`src/rtl/button_event_decoder.sv`:
```
// Turns a debounced button level into one-cycle press/release/click/double-click/
// long-press/auto-repeat pulses. Every output is registered (one cycle after the input edge).
module button_event_decoder #(
  parameter int CLK_FREQ      = 50_000_000,
  parameter int LONG_PRESS_MS = 1000,
  parameter int REPEAT_MS     = 200,
  parameter int DCLICK_MS     = 300,
  parameter int ACTIVE_LOW    = 1
) (
  input  logic clk,
  input  logic rst_n,
  input  logic btn_in,
  output logic pressed,
  output logic press_pulse,
  output logic release_pulse,
  output logic click_pulse,
  output logic dclick_pulse,
  output logic long_pulse,
  output logic repeat_pulse
);

  localparam int CYC_PER_MS = CLK_FREQ / 1000;
  localparam int PW         = (CYC_PER_MS > 1) ? $clog2(CYC_PER_MS) : 1;
  localparam int MS_MAX_A   = (LONG_PRESS_MS > REPEAT_MS) ? LONG_PRESS_MS : REPEAT_MS;
  localparam int MS_MAX     = (MS_MAX_A > DCLICK_MS) ? MS_MAX_A : DCLICK_MS;
  localparam int MW         = $clog2(MS_MAX + 1);

  localparam logic          AL          = (ACTIVE_LOW != 0);
  localparam logic [PW-1:0] PRE_LAST    = PW'(CYC_PER_MS - 1);
  localparam logic [MW-1:0] LONG_LAST   = MW'(LONG_PRESS_MS - 1);
  localparam logic [MW-1:0] REPEAT_LAST = MW'(REPEAT_MS - 1);
  localparam logic [MW-1:0] DCLICK_LAST = MW'(DCLICK_MS - 1);

  typedef enum logic [2:0] {
    IDLE   = 3'd0,
    PRESS1 = 3'd1,
    WAIT2  = 3'd2,
    PRESS2 = 3'd3,
    HELD   = 3'd4
  } state_t;

  state_t        r_state, w_state_nxt;
  logic          r_prev_btn;
  logic          r_pressed;
  logic [PW-1:0] r_pre;
  logic [MW-1:0] r_ms;
  logic          r_press, r_release, r_click, r_dclick, r_long, r_repeat;

  logic w_down, w_prev_down, w_rise, w_fall;
  logic w_ms_tick, w_long_hit, w_repeat_hit, w_dclick_hit;
  logic w_tmr_clr;
  logic w_press_n, w_release_n, w_click_n, w_dclick_n, w_long_n, w_repeat_n;

  assign w_down      = btn_in ^ AL;
  assign w_prev_down = r_prev_btn ^ AL;
  assign w_rise      = w_down & ~w_prev_down;
  assign w_fall      = ~w_down & w_prev_down;

  // A hit means the duration elapses on this edge, so the pulse lands exactly
  // N*CYC_PER_MS cycles after the edge that cleared the timer.
  assign w_ms_tick    = (r_pre == PRE_LAST);
  assign w_long_hit   = w_ms_tick && (r_ms == LONG_LAST);
  assign w_repeat_hit = w_ms_tick && (r_ms == REPEAT_LAST);
  assign w_dclick_hit = w_ms_tick && (r_ms == DCLICK_LAST);

  // Edges are tested before timer hits in every state so an edge always wins.
  always_comb begin
    w_state_nxt = r_state;
    w_tmr_clr   = 1'b0;
    w_press_n   = 1'b0;
    w_release_n = 1'b0;
    w_click_n   = 1'b0;
    w_dclick_n  = 1'b0;
    w_long_n    = 1'b0;
    w_repeat_n  = 1'b0;
    case (r_state)
      IDLE: begin
        w_tmr_clr = 1'b1;
        if (w_rise) begin
          w_press_n   = 1'b1;
          w_state_nxt = PRESS1;
        end
      end
      PRESS1: begin
        if (w_fall) begin
          w_release_n = 1'b1;
          w_state_nxt = WAIT2;
          w_tmr_clr   = 1'b1;
        end else if (w_long_hit) begin
          w_long_n    = 1'b1;
          w_state_nxt = HELD;
          w_tmr_clr   = 1'b1;
        end
      end
      WAIT2: begin
        if (w_rise) begin
          w_press_n   = 1'b1;
          w_dclick_n  = 1'b1;
          w_state_nxt = PRESS2;
          w_tmr_clr   = 1'b1;
        end else if (w_dclick_hit) begin
          w_click_n   = 1'b1;
          w_state_nxt = IDLE;
          w_tmr_clr   = 1'b1;
        end
      end
      PRESS2: begin
        if (w_fall) begin
          w_release_n = 1'b1;
          w_state_nxt = IDLE;
          w_tmr_clr   = 1'b1;
        end else if (w_long_hit) begin
          w_long_n    = 1'b1;
          w_state_nxt = HELD;
          w_tmr_clr   = 1'b1;
        end
      end
      HELD: begin
        if (w_fall) begin
          w_release_n = 1'b1;
          w_state_nxt = IDLE;
          w_tmr_clr   = 1'b1;
        end else if (w_repeat_hit) begin
          w_repeat_n  = 1'b1;
          w_tmr_clr   = 1'b1;
        end
      end
      default: begin
        w_state_nxt = IDLE;
        w_tmr_clr   = 1'b1;
      end
    endcase
  end

  always_ff @(posedge clk or negedge rst_n) begin
    if (!rst_n) begin
      r_state    <= IDLE;
      r_prev_btn <= AL;
      r_pressed  <= 1'b0;
      r_press    <= 1'b0;
      r_release  <= 1'b0;
      r_click    <= 1'b0;
      r_dclick   <= 1'b0;
      r_long     <= 1'b0;
      r_repeat   <= 1'b0;
    end else begin
      r_state    <= w_state_nxt;
      r_prev_btn <= btn_in;
      r_pressed  <= w_down;
      r_press    <= w_press_n;
      r_release  <= w_release_n;
      r_click    <= w_click_n;
      r_dclick   <= w_dclick_n;
      r_long     <= w_long_n;
      r_repeat   <= w_repeat_n;
    end
  end

  // ms prescaler feeding the ms counter; both restart on every transition.
  always_ff @(posedge clk or negedge rst_n) begin
    if (!rst_n) begin
      r_pre <= '0;
      r_ms  <= '0;
    end else if (w_tmr_clr) begin
      r_pre <= '0;
      r_ms  <= '0;
    end else if (w_ms_tick) begin
      r_pre <= '0;
      r_ms  <= r_ms + MW'(1);
    end else begin
      r_pre <= r_pre + PW'(1);
    end
  end

  assign pressed       = r_pressed;
  assign press_pulse   = r_press;
  assign release_pulse = r_release;
  assign click_pulse   = r_click;
  assign dclick_pulse  = r_dclick;
  assign long_pulse    = r_long;
  assign repeat_pulse  = r_repeat;

endmodule

```
`config.mk`:
```
export PLATFORM = sky130hd
export DESIGN_NAME = button_event_decoder
export DESIGN_NICKNAME = d
export VERILOG_FILES = /design/src/rtl/button_event_decoder.sv
export SDC_FILE = /design/constraint.sdc
export NUM_CORES = 1
export LEC_CHECK = 0
export BUFFER_PORTS_ARGS = -buffer_cell sky130_fd_sc_hd__buf_2
export CAP_MARGIN = 30
export CORE_MARGIN = 2
export CORE_UTILIZATION = 50
export CTS_BUF_LIST = sky130_fd_sc_hd__clkbuf_4 sky130_fd_sc_hd__clkbuf_8
export CTS_CLUSTER_DIAMETER = 40
export DETAILED_ROUTE_END_ITERATION = 10
export GPL_TIMING_DRIVEN = 0
export PLACE_DENSITY = 0.75
export REMOVE_ABC_BUFFERS = 1
export SYNTH_ARGS = -nofsm -noshare
export SYNTH_HDL_FRONTEND = slang
export SYNTH_SLANG_ARGS = --single-unit
```
`constraint.sdc`:
```
create_clock -name clk -period 2.3 [get_ports clk]
set_input_delay 0 -clock clk [delete_from_list [all_inputs] [get_ports clk]]
set_output_delay 0 -clock clk [all_outputs]
set_load 0.01 [all_outputs]
```
Word level (Yosys, flattened, before mapping)
Index checks and enable logic that the tools add are counted.
Widths: inputs -> output; s select.
{"block": "word_totals", "ff_bits": 37, "input_bits": 3, "out_inout_bits": 7}
{"block": "classes", "n_addsub": 2, "n_eq_ne": 11, "n_mux": 30, "bitwise_logic": 4, "n_reduce_logical": 9}
{"operator": "$mux 16", "n": 2}
{"operator": "$mux 3", "n": 7}
{"operator": "$mux 10", "n": 2}
{"operator": "$mux 1", "n": 17}
{"operator": "$add 16x1->16 const B", "n": 1}
{"operator": "$eq 16x16->1 const B", "n": 1}
{"operator": "$pmux 3 s5", "n": 1}
{"operator": "$add 10x1->10 const B", "n": 1}
{"operator": "$eq 10x10->1 const B", "n": 1}
{"operator": "$eq 10x8->1 const B", "n": 1}
{"operator": "$eq 10x9->1 const B", "n": 1}
{"operator": "$eq 3x2->1 const B", "n": 2}
{"operator": "$ne 2x2->1 const B", "n": 2}
{"operator": "$reduce_or 2->1", "n": 2}
{"operator": "$eq 3x1->1 const B", "n": 1}
{"operator": "$eq 3x3->1 const B", "n": 1}
{"operator": "$logic_and 1x1->1", "n": 3}
{"operator": "$logic_not 3->1", "n": 1}
{"operator": "$ne 3x3->1 const B", "n": 1}
{"operator": "$pmux 1 s3", "n": 1}
{"operator": "$reduce_and 3->1", "n": 1}
{"operator": "$reduce_or 3->1", "n": 1}
{"operator": "$and 1x1->1", "n": 2}
{"operator": "$not 1->1", "n": 2}
{"operator": "$reduce_bool 2->1", "n": 1}

Depth between registers and ports, before layout
{"block": "depth", "depth_word": 6, "mapped_depth": 8}

Worst setup path after synthesis
OpenSTA, ideal clock, no wires.
{"block": "synth_timing", "path_kind": "reg-to-reg", "from": "reg r_pre[4]", "to": "reg r_ms[5]", "setup_ns": 0.121, "t_arrival_ns": 1.999, "t_required_ns": 2.179, "path_slack_ns": 0.180, "stages_incl_launch_ff": 8, "n_path_buf": 2, "synth_period_minus_slack_ns": 2.120, "path_cell_list": "dfrtp_1 -> buf_6 -> or4_1 -> or4_1 -> buf_2 -> nor4_2 -> xnor2_1 -> nor2_2"}
{"block": "synth_between", "elab_chain_cells": 6, "word_cells_on_any_way": 13}
{"element": "start, declared", "line_no": "45", "rtl": "logic [PW-1:0] r_pre;"}
{"element": "start signal, assigned", "line_no": "171", "rtl": "r_pre <= r_pre + PW'(1);"}
{"element": "$eq 16x16->1 *", "line_no": "61", "rtl": "assign w_ms_tick = (r_pre == PRE_LAST);"}
{"element": "$logic_and 1x1->1 (on tied branches)", "line_no": "63, 62, 64"}
{"element": "$mux 1 (on tied branches)"}
{"element": "$mux 1 (on tied branches)", "line_no": "119, 108, 96"}
{"element": "$pmux 1 s3", "line_no": "76", "rtl": "case (r_state)"}
{"element": "$mux 10 / $reduce_bool 2->1 (equally long branches)"}
{"element": "end signal, assigned", "line_no": "169", "rtl": "r_ms <= r_ms + MW'(1);"}
{"element": "end, declared", "line_no": "46", "rtl": "logic [MW-1:0] r_ms;"}
Mark *: on every way between the ends. The rest lies on a longest branch, timed or not.
A chain may end at the register's enable or synchronous reset.

Worst setup path after layout
{"block": "layout_timing", "from": "reg r_pre[4]", "to": "reg r_ms[6]"}
Same word-level chain as after synthesis.

==> metrics.md <==
| Metric | Value |
|---|---|
| RSZ-0062 raised after global routing | false |
| Fin worst setup slack | 0.143 ns |
| WL/cell | 13.0 um |
| Leak | 0.881 nW |
| Mapped Cells | 199 |
| Setup tns final | 0 ns |
| H-tree levels | 2 |
| Cell taking the most area after synthesis | dfrtp_1 |
| CTS Root Cell | clkbuf_8 |
| P per Cell Area | 626 nW/um^2 |
| Top_reg_cell synth | dfrtp_1 |
| Outcome | finished, final reports clean |
| Max Clk Rate | 0.464 GHz |
| Clock Skew | 0.00788 ns |
| CP max stage delay | 0.54 ns |
| Core Box Area | 3630 sq um |
| Seq cells post-synth | 37 |
| Max FO, Critical Path | 8 |
| CP bufs+invs | 0 |
| Post-Route WL | 3.37 mm |
| DRT antenna net count | 0 |
| Pre-Repair DR Iteration Count | 4 |
| Boundary Pins | 10 |
| First-pass GRT wire length | 6.07 mm |
| CP endpoint kind | flop |
| Vias per std cell | 5.46 |
| Layout cells sized above 1 | 16.1% |
| HPWL Detailed | 2.25 mm |
| Tcrit/Tclk final | 93.8% |
| Vias in the first global route | 1,381 |
| Crit path required time | 2.48 ns |
| Nets@finish | 215 |
| Number of synthesized flops with an enable pin | 0 |
| Synth top area share | 47.9% |
| Max cap viols | 0 |
| Worst slew margin | 47.2% |
| Slowest cell on the critical path | or4_1 |
| Largest cells by area after synthesis | dfrtp_1 48%, xnor2_1 7.9%, nor2_1 6.4%, nand3_1 4.0%, nand4_1 3.0% |
| Setup CP Type | flop to flop |
| Min-Delay Path Class | input port to asynchronous set/reset pin |
| Synthesized cell area | 1880 sq um |
| Rows | 22 |
| 1st-iter DRT viols | 61 |
| Peak VDD IR | 399 uV |
| Reg clk slew, reported paths | 0.08 ns |
| Via count | 1,414 |
| Crit path DAT | 2.34 ns |
| Crit-path leading delay family | simple AND/OR/NAND/NOR gates |
| Antenna diodes | 0 |
| Area Growth Syn to Fin | 11.0% |
| Initial antenna violation count | 0 |
| CTS Buf Count | 5 |
| Overflow left after global routing | 0 |
| Initial Util | 51.8% |
| Synthesis warning total | 0 |
| Crit path depth | 5 |
| Most common cell in the netlist | dfrtp_1 |
| Routability Congestion | 0.837 |
| # setup viols final | 0 |
| CP cell instances | or4_1 > or4_4 > nor4_2 > xnor2_1 > nor2_2 |
| Worst-case reg-to-reg path depth | 5 |
| Die area | 4270 sq um |
| Critical Path Start Type | flop |
| Clock Sinks | 37 |
| Port bufs | 9 |
| Post-route minimum period | 2.16 ns |
| Deepest clock path buffer count | 2 |
| CTS tree | built |
| Largest net degree at the start of global routing | 38 |
| Clk_lat worst skew | 0.29 ns |
| Final Max Slew Viols | 0 |
| Netlist cell types | 32 |
| Post-Place Worst Slack | -0.592 ns |
| Worst slew pin tran | 0.792 ns |
| Die H | 65.4 um |
| GRT Overall Usage | 18.5% |
| # DRC | 0 |
| Register area share after synthesis | 49.3% |
| Mapped Avg Cell Area | 9.46 sq um |
| Die X-Extent | 65.4 um |
| Asr flop ratio synth | 100% |
| Post-synth top cells | 36 x dfrtp_1, 32 x nor2_1, 17 x xnor2_1, 15 x nand3_1, 12 x nand2_1 |
| Final hold viol count | 0 |
==> placed cells by master (no fill, tap or decap), drive strengths merged, types with 6 or more instances in the layout <==
master	netlist	final
nor4	8	8
xnor2	17	17
nor2	36	36
nand3	15	15
nand4	9	9
dfrtp	36	36
nor3	9	9
xor2	6	6
nand2	12	12
a21oi	8	8
buf	3	12
==> layout make-up <==
type                            instances  area [sq um]
Clock inverter                          3          21.3
Multi-Input combinational cell        148           910
Clock buffer                            5          68.8
Fill cell                             339          1540
Sequential cell                        37           927
Inverter                                4          15.0
Timing Repair Buffer                   14          87.6
Tap cell                               48          60.1
==> power breakdown <==
part / total, W / switching (W) / leakage [nW] / internal (W)
Clock: 0.000455 / 0.000240 / 0.0445 / 0.000215
Sequential: 0.000706 / 0.0000278 / 0.505 / 0.000678
Combinational: 0.000148 / 0.0000925 / 0.332 / 0.0000558
Total: 0.00131 / 0.000360 / 0.881 / 0.000948
==> metrics by stage <==
stage          utilization, %  hold WS [ns]  instance area, sq um  instances  total power (W)
2_1_floorplan               -        -0.296                  1830        189         0.000793
3_3_place_gp             53.3         0.130                  1940        246         0.000837
3_5_place_dp             53.3         0.137                  1940        246         0.000839
4_1_cts                  57.2         0.348                  2080        259          0.00132
5_1_grt                  57.5         0.367                  2090        259          0.00138
6_report                 57.5         0.322                  2090        259          0.00131
==> cells by family after synthesis <==
logic type	after synthesis	synth area share (%)
adders and majority gates	2	1.33
buffers and inverters	14	3.39
and+or+nand+nor	110	31.2
DFF	37	49.3
muxes	1	0.532
AOI/OAI and AO/OA	12	3.52
xor gates and xnor gates	23	10.7
==> state kept, by name, indices dropped and copies added, names as in the netlist <==
signal and count:
click_pulse 1, dclick_pulse 1, long_pulse 1, press_pulse 1, pressed 1, r_ms 10, r_pre 16, r_prev_btn 1
r_state 3, release_pulse 1, repeat_pulse 1
==> metal layers <==
layer | up-vias | GRT usage, % | routed length (um)
li1 | 708 | - | -
met1 | 675 | 24.2 | 1630
met2 | 28 | 29.0 | 1580
met3 | 3 | 6.34 | 127
met4 | 0 | 5.73 | 32
met5 | - | 0 | 0
==> worst paths after layout <==
kind,from,end,slack (ns)
max,r_pre[4],r_ms[6],0.14
max reg2reg,r_pre[4],r_ms[6],0.14
max in group asynchronous,rst_n,r_ms[5],1.48
min,rst_n,click_pulse,0.32
min in group clk,btn_in,r_prev_btn,0.38
min reg2reg,r_pre[0],r_pre[0],0.49
==> timing repair <==
item,CTS,global route
endpoints found under the hold margin,38,0
setup endpoints to repair,13,16
resized for setup,2,3
hold buffers,2,0
pin swaps,1,0
buffers inserted,3,0
(Power assumes the default switching activity.)
